[config.mk]
export PLATFORM = sky130hd
export DESIGN_NAME = systolic_stream_bridge
export DESIGN_NICKNAME = d
export VERILOG_FILES = /design/src/rtl/systolic_bridge_pkg.sv /design/src/rtl/systolic_c_serializer.sv /design/src/rtl/systolic_stream_bridge.sv
export SDC_FILE = /design/constraint.sdc
export NUM_CORES = 2
export LEC_CHECK = 0
export CORE_AREA = 2 2 322 324
export CTS_CLUSTER_DIAMETER = 30
export DETAILED_ROUTE_END_ITERATION = 6
export DIE_AREA = 0 0 324 326
export SLEW_MARGIN = 20
export SYNTH_ARGS = -nofsm -noshare
export SYNTH_HDL_FRONTEND = slang
export SYNTH_SLANG_ARGS = --single-unit
export TNS_END_PERCENT = 1
[constraint.sdc]
create_clock -name clk -period 2.7 [get_ports clk]
set_clock_uncertainty 0.15 [all_clocks]
set_input_delay 0.675 -clock clk [delete_from_list [all_inputs] [get_ports clk]]
set_output_delay 0.675 -clock clk [all_outputs]
set_load 0.01 [all_outputs]
[src/rtl/systolic_bridge_pkg.sv]
// Shared FSM state type and default sizing for the systolic stream bridge.
package systolic_bridge_pkg;

    localparam int DEF_DATA_W  = 8;
    localparam int DEF_ACC_W   = 32;
    localparam int DEF_ROWS    = 4;
    localparam int DEF_COLS    = 4;
    localparam int DEF_K       = 4;
    localparam int DEF_TIMEOUT = 1024;

    typedef enum logic [2:0] {
        LOAD_A = 3'd0,
        LOAD_B = 3'd1,
        START  = 3'd2,
        WAIT   = 3'd3,
        SEND   = 3'd4
    } state_t;

endpackage

[src/rtl/systolic_c_serializer.sv]
// Holds one captured C matrix and drains it word by word over a valid/ready port.
module systolic_c_serializer #(
    parameter int ACC_W  = 32,
    parameter int NWORDS = 16
) (
    input  logic                      clk,
    input  logic                      rst_n,
    input  logic                      load,
    input  logic [NWORDS*ACC_W-1:0]   c_in,
    input  logic                      m_ready,
    output logic                      m_valid,
    output logic [ACC_W-1:0]          m_data,
    output logic                      last_hs
);

    localparam int IW = $clog2(NWORDS + 1);
    localparam int SW = $clog2(NWORDS);
    localparam logic [IW-1:0] LAST = IW'(NWORDS - 1);

    logic [NWORDS-1:0][ACC_W-1:0] c_buf;
    logic [IW-1:0]                idx;
    logic                         active;

    // m_data is a mux off registered state, so it cannot move while stalled
    assign m_valid = active;
    assign m_data  = c_buf[idx[SW-1:0]];
    assign last_hs = active && m_ready && (idx == LAST);

    always_ff @(posedge clk or negedge rst_n) begin
        if (!rst_n) begin
            c_buf  <= '0;
            idx    <= '0;
            active <= 1'b0;
        end else if (load) begin
            c_buf  <= c_in;
            idx    <= '0;
            active <= 1'b1;
        end else if (active && m_ready) begin
            if (idx == LAST) begin
                idx    <= '0;
                active <= 1'b0;
            end else begin
                idx <= idx + 1'b1;
            end
        end
    end

endmodule

[src/rtl/systolic_stream_bridge.sv]
// Loads A and B from a byte stream, kicks the systolic core, and streams C back out.
module systolic_stream_bridge
    import systolic_bridge_pkg::*;
#(
    parameter int DATA_W  = DEF_DATA_W,
    parameter int ACC_W   = DEF_ACC_W,
    parameter int ROWS    = DEF_ROWS,
    parameter int COLS    = DEF_COLS,
    parameter int K       = DEF_K,
    parameter int TIMEOUT = DEF_TIMEOUT
) (
    input  logic                               clk,
    input  logic                               rst_n,
    input  logic                               s_valid,
    input  logic [DATA_W-1:0]                  s_data,
    output logic                               s_ready,
    output logic                               m_valid,
    output logic [ACC_W-1:0]                   m_data,
    input  logic                               m_ready,
    output logic                               core_start,
    input  logic                               core_busy,
    input  logic                               core_done,
    output logic signed [ROWS*K*DATA_W-1:0]    a_flat,
    output logic signed [K*COLS*DATA_W-1:0]    b_flat,
    input  logic signed [ROWS*COLS*ACC_W-1:0]  c_flat,
    output logic                               bridge_busy,
    output logic                               timeout_err
);

    localparam int NA   = ROWS * K;
    localparam int NB   = K * COLS;
    localparam int NC   = ROWS * COLS;
    localparam int NMAX = (NA > NB) ? NA : NB;
    localparam int BW   = $clog2(NMAX + 1);
    localparam int TW   = $clog2(TIMEOUT + 1);
    localparam int AIW  = $clog2(NA);
    localparam int BIW  = $clog2(NB);
    localparam logic [BW-1:0] A_LAST = BW'(NA - 1);
    localparam logic [BW-1:0] B_LAST = BW'(NB - 1);
    localparam logic [TW-1:0] T_LAST = TW'(TIMEOUT - 1);

    state_t                   state, state_nxt;
    logic [BW-1:0]            byte_cnt;
    logic [TW-1:0]            wait_cnt;
    logic                     rdy_en;
    logic [NA-1:0][DATA_W-1:0] a_q;
    logic [NB-1:0][DATA_W-1:0] b_q;
    logic                     accept, c_load, send_last;

    // Core status is informational only; completion is signalled by core_done.
    logic unused_busy;
    assign unused_busy = core_busy;

    assign s_ready     = rdy_en && (state == LOAD_A || state == LOAD_B);
    assign accept      = s_valid && s_ready;
    assign c_load      = (state == WAIT) && core_done;
    assign core_start  = (state == START);
    assign bridge_busy = !(state == LOAD_A && byte_cnt == '0);
    assign a_flat      = a_q;
    assign b_flat      = b_q;

    always_ff @(posedge clk or negedge rst_n) begin
        if (!rst_n) begin
            state  <= LOAD_A;
            rdy_en <= 1'b0;
        end else begin
            state  <= state_nxt;
            rdy_en <= 1'b1;
        end
    end

    always_comb begin
        state_nxt = state;
        case (state)
            LOAD_A: if (accept && byte_cnt == A_LAST) state_nxt = LOAD_B;
            LOAD_B: if (accept && byte_cnt == B_LAST) state_nxt = START;
            START:  state_nxt = WAIT;
            WAIT: begin
                if (core_done)               state_nxt = SEND;
                else if (wait_cnt == T_LAST) state_nxt = LOAD_A;
            end
            SEND:   if (send_last) state_nxt = LOAD_A;
            default: state_nxt = LOAD_A;
        endcase
    end

    always_ff @(posedge clk or negedge rst_n) begin
        if (!rst_n) begin
            byte_cnt    <= '0;
            wait_cnt    <= '0;
            timeout_err <= 1'b0;
            a_q         <= '0;
            b_q         <= '0;
        end else begin
            if (state_nxt != state) byte_cnt <= '0;
            else if (accept)        byte_cnt <= byte_cnt + 1'b1;
            if (accept && state == LOAD_A) a_q[byte_cnt[AIW-1:0]] <= s_data;
            if (accept && state == LOAD_B) b_q[byte_cnt[BIW-1:0]] <= s_data;
            if (state == WAIT && state_nxt == WAIT) wait_cnt <= wait_cnt + 1'b1;
            else                                    wait_cnt <= '0;
            // Sticky until reset so software can see that a run was dropped
            if (state == WAIT && !core_done && wait_cnt == T_LAST) timeout_err <= 1'b1;
        end
    end

    systolic_c_serializer #(
        .ACC_W  (ACC_W),
        .NWORDS (NC)
    ) u_ser (
        .clk     (clk),
        .rst_n   (rst_n),
        .load    (c_load),
        .c_in    (c_flat),
        .m_ready (m_ready),
        .m_valid (m_valid),
        .m_data  (m_data),
        .last_hs (send_last)
    );

endmodule

* Yosys cells after proc, flatten, opt, wreduce, memory -nomap -nowiden
Index checks and enable logic that the tools add are counted.
** Storage, ports and cells
- Bits of input ports :: 526
- Register bits after elaboration :: 795
- Logic and storage cells :: 113
- Output and inout bits :: 293
** Operators by class
- $lt $le $gt $ge :: 3
- Equal/unequal tests :: 9
- Reductions and logical operators :: 22
- Multiplexer cells :: 21
- $add $sub $neg :: 3
** Operator list (count)
- bitwise mux 128 bit :: 2
- binary-select mux 32 bit (select 4 bit) :: 1
- demux 8 bit (select 4 bit) :: 1
- 2-to-1 mux 32 bit :: 1
- 2-to-1 mux 5 bit :: 5
- 2-to-1 mux 3 bit :: 5
- one-hot mux 3 bit (5 select lines) :: 1
- logical AND 1 bit :: 13
- adder 11 x 1 -> 11 bit, second input constant :: 1
- == test 11 x 10 -> 1 bit, second input constant :: 1
- 2-to-1 mux 11 bit :: 1
- adder 5 x 1 -> 5 bit, second input constant :: 2
- == test 5 x 4 -> 1 bit, second input constant :: 2
- less-than comparator 4 x 5 -> 1 bit, second input constant :: 2
- == test 3 x 2 -> 1 bit, second input constant :: 3
- 2-to-1 mux 8 bit :: 1
- nonzero test 2 bit :: 3
- logical NOT 5 bit :: 1
- >= comparator 4 x 1 -> 1 bit, second input constant :: 1
- == test 3 x 1 -> 1 bit, second input constant :: 1
- == test 3 bit, second input constant :: 1
- logical NOT 3 bit :: 1
- 2-to-1 mux 1 bit :: 3
- != test 3 bit :: 1
- 3 further kinds :: 4

* Logic depth before layout (Yosys ltp)
- Depth after elaboration :: 10
- Gate-level depth with buffers :: 8
- Gate-level depth less buffers :: 7

* Hierarchy
Synthesis repeated with hierarchy kept, for this count alone.
** Second synthesis, totals
- Cell total of the unflattened synthesis :: 2090
- Area, all modules :: 34082.7 um^2
** Modules (own cells, without submodules)
- systolic_c_serializer :: cells an instance 1385, times used 1, sequential area each 12962.4 um^2, area an instance 23198.5 um^2
- systolic_stream_bridge :: cells an instance 705, times used 1, sequential area each 6931.6 um^2, area an instance 10884.2 um^2

* Worst setup path after synthesis
Ideal clock, no wire load.
- Kind :: register -> output
- Start :: register u_ser.idx[0]
- End :: output port m_data[10]
- Path slack :: 113 ps
- Path buffers :: 3
- Data arrival time :: 1762 ps
- Stages on the path, launching flop included :: 7
- Required time :: 1875 ps
- Cell sequence :: dfrtp_1 > clkbuf_1 > buf_2 > buf_2 > mux4_2 > a22oi_1 > nand2_1
** On the way
- Cells in the longest elaborated chain, start to end :: 2
** Ends and longest elaborated chain
- from (decl) :: line systolic_c_serializer.sv:21 : logic [IW-1:0] idx;
- from (signal assigned) :: line systolic_c_serializer.sv:43 : idx <= idx + 1'b1;
- binary-select mux 32 bit (select 4 bit) :: line systolic_c_serializer.sv:26 : assign m_data = c_buf[idx[SW-1:0]];
- 2-to-1 mux 32 bit (not written as such) :: line systolic_c_serializer.sv:26
- to (decl) :: line systolic_stream_bridge.sv:18 : output logic [ACC_W-1:0] m_data,
No other way between the ends. The select of a mux whose other input is x is not followed.

* Worst setup path in the final report
- Start :: register u_ser.idx[0]
- End :: output port m_data[11]
Same word-level chain as after synthesis.

==> reports/metrics.cfg <==
[clock_network]
htreeDepth = 4
cts_inserted_buffers = 179
path_clk_slew_ps = 50
cts_tree = yes
clk_latency_ps = 770
cts.sinks = 795
clock_path_buffers = 3
root_buffer = clkbuf_16

[hold_path]
hold_path.class = primary input to async pin

[setup_path]
r2r_cells = 10
cp-startpoint = u_ser.idx[0]
cp.required_ps = 1880
worstPathArrival_ps = 2720
path_class = flip-flop to primary output
crit_path_end_kind = primary output
endpoint = m_data[11]
critPathMaxFanout = 8
crit_path_start_kind = flip-flop
r2r_setup_slack_ps = 180
r2r_start = u_ser.idx[0]
reg2reg_to = byte_cnt[0]

[cells_and_area]
layout_common_cells = nand2_1, dfrtp_1, clkdlybuf4s50_1
layout_commonest_cell = nand2_1
stdcell_count = 5754
area_delta_synth_final_pct = 56.4
nets = 4731
drive_gt1_share_pct = 24.8

[pwr]
internal-power_w = 0.0370
swShare_pct = 29.2
pwr-share-clk_pct = 43.7
ir_drop_uv = 591
seqPwrFrac_pct = 30.5
power_density_nw_per_um2 = 987
switching_power_w = 0.0153
p_leak_nw = 25.5
combPwrFrac_pct = 25.9

[yosys]
ys_seq_area_share_pct = 58.7
synth-main-ff-cell = dfrtp_1
ys_async_sr_fraction_pct = 100
syn_area_per_cell_um2 = 10.7
synth_nets = 3703
syn-cell-area_um2 = 33900
synthCells = 3170
synth_edf_count = 0
yosys_warnings = 0
synth_seq_cells = 795
synth_cell_types = 44

[global_routing]
grt.total_usage_pct = 25.2
grt_pass1_vias = 29000
grt_max_degree = 91
grt_pass1_wl_mm = 195
antenna_found_initial = 27
overflow = 0

[timing]
fin_crit_sh_pct = 131
whs_ps = 250
slew_headroom_pct = 60.0
setup_viol = 33
worst_pin_slew_ps = 599
fmax_mhz = 282
min_period_ps = 3550
fin_ws_ps = -849
finalHoldViolations = 0
finalMaxSlewViolations = 0
rsz0062_at_grt = yes

[die]
rows = 118
dieHeight_um = 326
core-area_um2 = 103000
io_pins = 819
die_area_um2 = 106000
dieWidth_um = 324
initial_core_util_pct = 33.0

[place]
gp_congestion = 0.927
hpwl_mm = 99.3
dp_cells = 5374
io_buffers = 817

[routing]
wl_mm = 135
dr.pass1.iters = 5
postRouteAntennaNets = 0
drc = 0
vias_per_cell = 4.82
wl_per_cell_um = 23.4
via_count = 27800
first_iter_violations = 1905

[run]
maxCapViolations = 0

[run_status]
outcome = finished with violations
violations = negative setup slack

==> synth_stat cells (2+ instances only) <==
library cell | count | area [um2]
buf_1 | 18 | 67.6
nand2b_1 | 3 | 18.8
nor2b_1 | 6 | 37.5
a21oi_1 | 7 | 35.0
mux4_2 | 128 | 2880
mux2_2 | 257 | 2890
nand4_1 | 5 | 31.3
nor2_2 | 30 | 188
nand3b_1 | 2 | 15.0
ha_1 | 7 | 87.6
nand3_1 | 15 | 75.1
clkbuf_1 | 115 | 432
a22oi_1 | 64 | 480
inv_1 | 4 | 15.0
a21o_1 | 2 | 15.0
nand2_1 | 1581 | 5930
xor2_1 | 6 | 52.6
xnor2_1 | 7 | 61.3
buf_2 | 58 | 290
dfrtp_1 | 795 | 19900
and2_1 | 2 | 12.5
nor2_1 | 22 | 82.6
o21ai_0 | 2 | 10.0
nor3_1 | 10 | 50.1
and3_1 | 4 | 25.0
or2_2 | 2 | 12.5
==> how the worst min path moves through the flow <==
| stage | from | endpoint | cells after the start |
|---|---|---|---|
| detailed placement | timeout_err | timeout_err | 1 |
| global placement | timeout_err | timeout_err | 1 |
| CTS | c_flat[304] | u_ser.c_buf[304] | 3 |
| floorplan | rst_n | a_flat[0] | 0 |
| finish | rst_n | u_ser.c_buf[174] | 2 |
| global route | c_flat[368] | u_ser.c_buf[368] | 3 |
==> layer usage <==
| metal | GRT usage, % | wire (um) | vias up |
|---|---|---|---|
| li1 | - | - | 12500 |
| met1 | 30.6 | 52400 | 13900 |
| met2 | 40.7 | 64700 | 1098 |
| met3 | 7.57 | 11000 | 283 |
| met4 | 12.7 | 6330 | 14 |
| met5 | 0 | 95 | - |
==> power groups by stage <==
| stage | Sequential (W) | Clock [W] | Combinational, W |
|---|---|---|---|
| floorplan | 0.0159 | 0 | 0.00529 |
| global placement | 0.0159 | 0 | 0.0123 |
| detailed placement | 0.0160 | 0 | 0.0124 |
| CTS | 0.0159 | 0.0231 | 0.0136 |
| global route | 0.0162 | 0.0238 | 0.0144 |
| finish | 0.0159 | 0.0228 | 0.0135 |
==> sequential cells by signal (all words and copies together) (netlist names) <==
signal / cells
u_ser.c_buf: 512
a_flat: 128
b_flat: 128
wait_cnt: 11
byte_cnt: 5
u_ser.idx: 5
state: 3
rdy_en: 1
timeout_err: 1
u_ser.m_valid: 1
==> kinds of logic (layout without fill, tap and decap cells) <==
logic type / count (synthesis) / after routing / synth area share (%)
xor+xnor: 13 / 13 / 0.336
fa+ha+maj: 7 / 7 / 0.259
mux: 385 / 385 / 17.1
simple gates: 1692 / 1692 / 19.4
compound gates: 80 / 80 / 1.72
flops: 795 / 795 / 58.7
other cells: 1 / 21 / 0.0111
buf+inv: 197 / 1381 / 2.43
==> worst max-delay path, stage by stage, from the launching register on <==
cell and delay (ps):
dfrtp_4 520, buf_12 180, buf_6 120, buf_12 130
mux4_2 490, a22oi_1 170, buf_4 200, nand2_2 60
buf_6 120
==> timing repair <==
action,in CTS,in global routing
endpoints found under the setup margin,36,39
buffers inserted,20,0
endpoints found under the hold margin,21,0
hold buffers,1,0
pin swaps,36,15
gates resized for setup,265,27
gates cloned,4,0
==> final cells by class <==
cell class,instances,area (um2)
antenna,20,50.0
multi-input combinational,2178,13600
tap,1380,1730
timing repair buffer,1040,11200
inverter,4,15.0
clock buffer,226,4930
clock inverter,111,1520
fill,9041,49700
sequential,795,19900
==> stage by stage <==
stage | instance area [um2] | TNS, ps | utilization, % | total power [W] | setup slack [ps]
after detailed placement | 45600 | -18020 | 44.5 | 0.0284 | -501
final | 53000 | -25240 | 51.6 | 0.0523 | -849
after floorplan | 33900 | 0 | - | 0.0212 | 113
after global placement | 45600 | -16940 | 44.5 | 0.0282 | -476
after CTS | 52800 | -27410 | 51.5 | 0.0525 | -901
after global routing | 52900 | -28080 | 51.6 | 0.0543 | -943
Power figures use the tool's default switching activity.
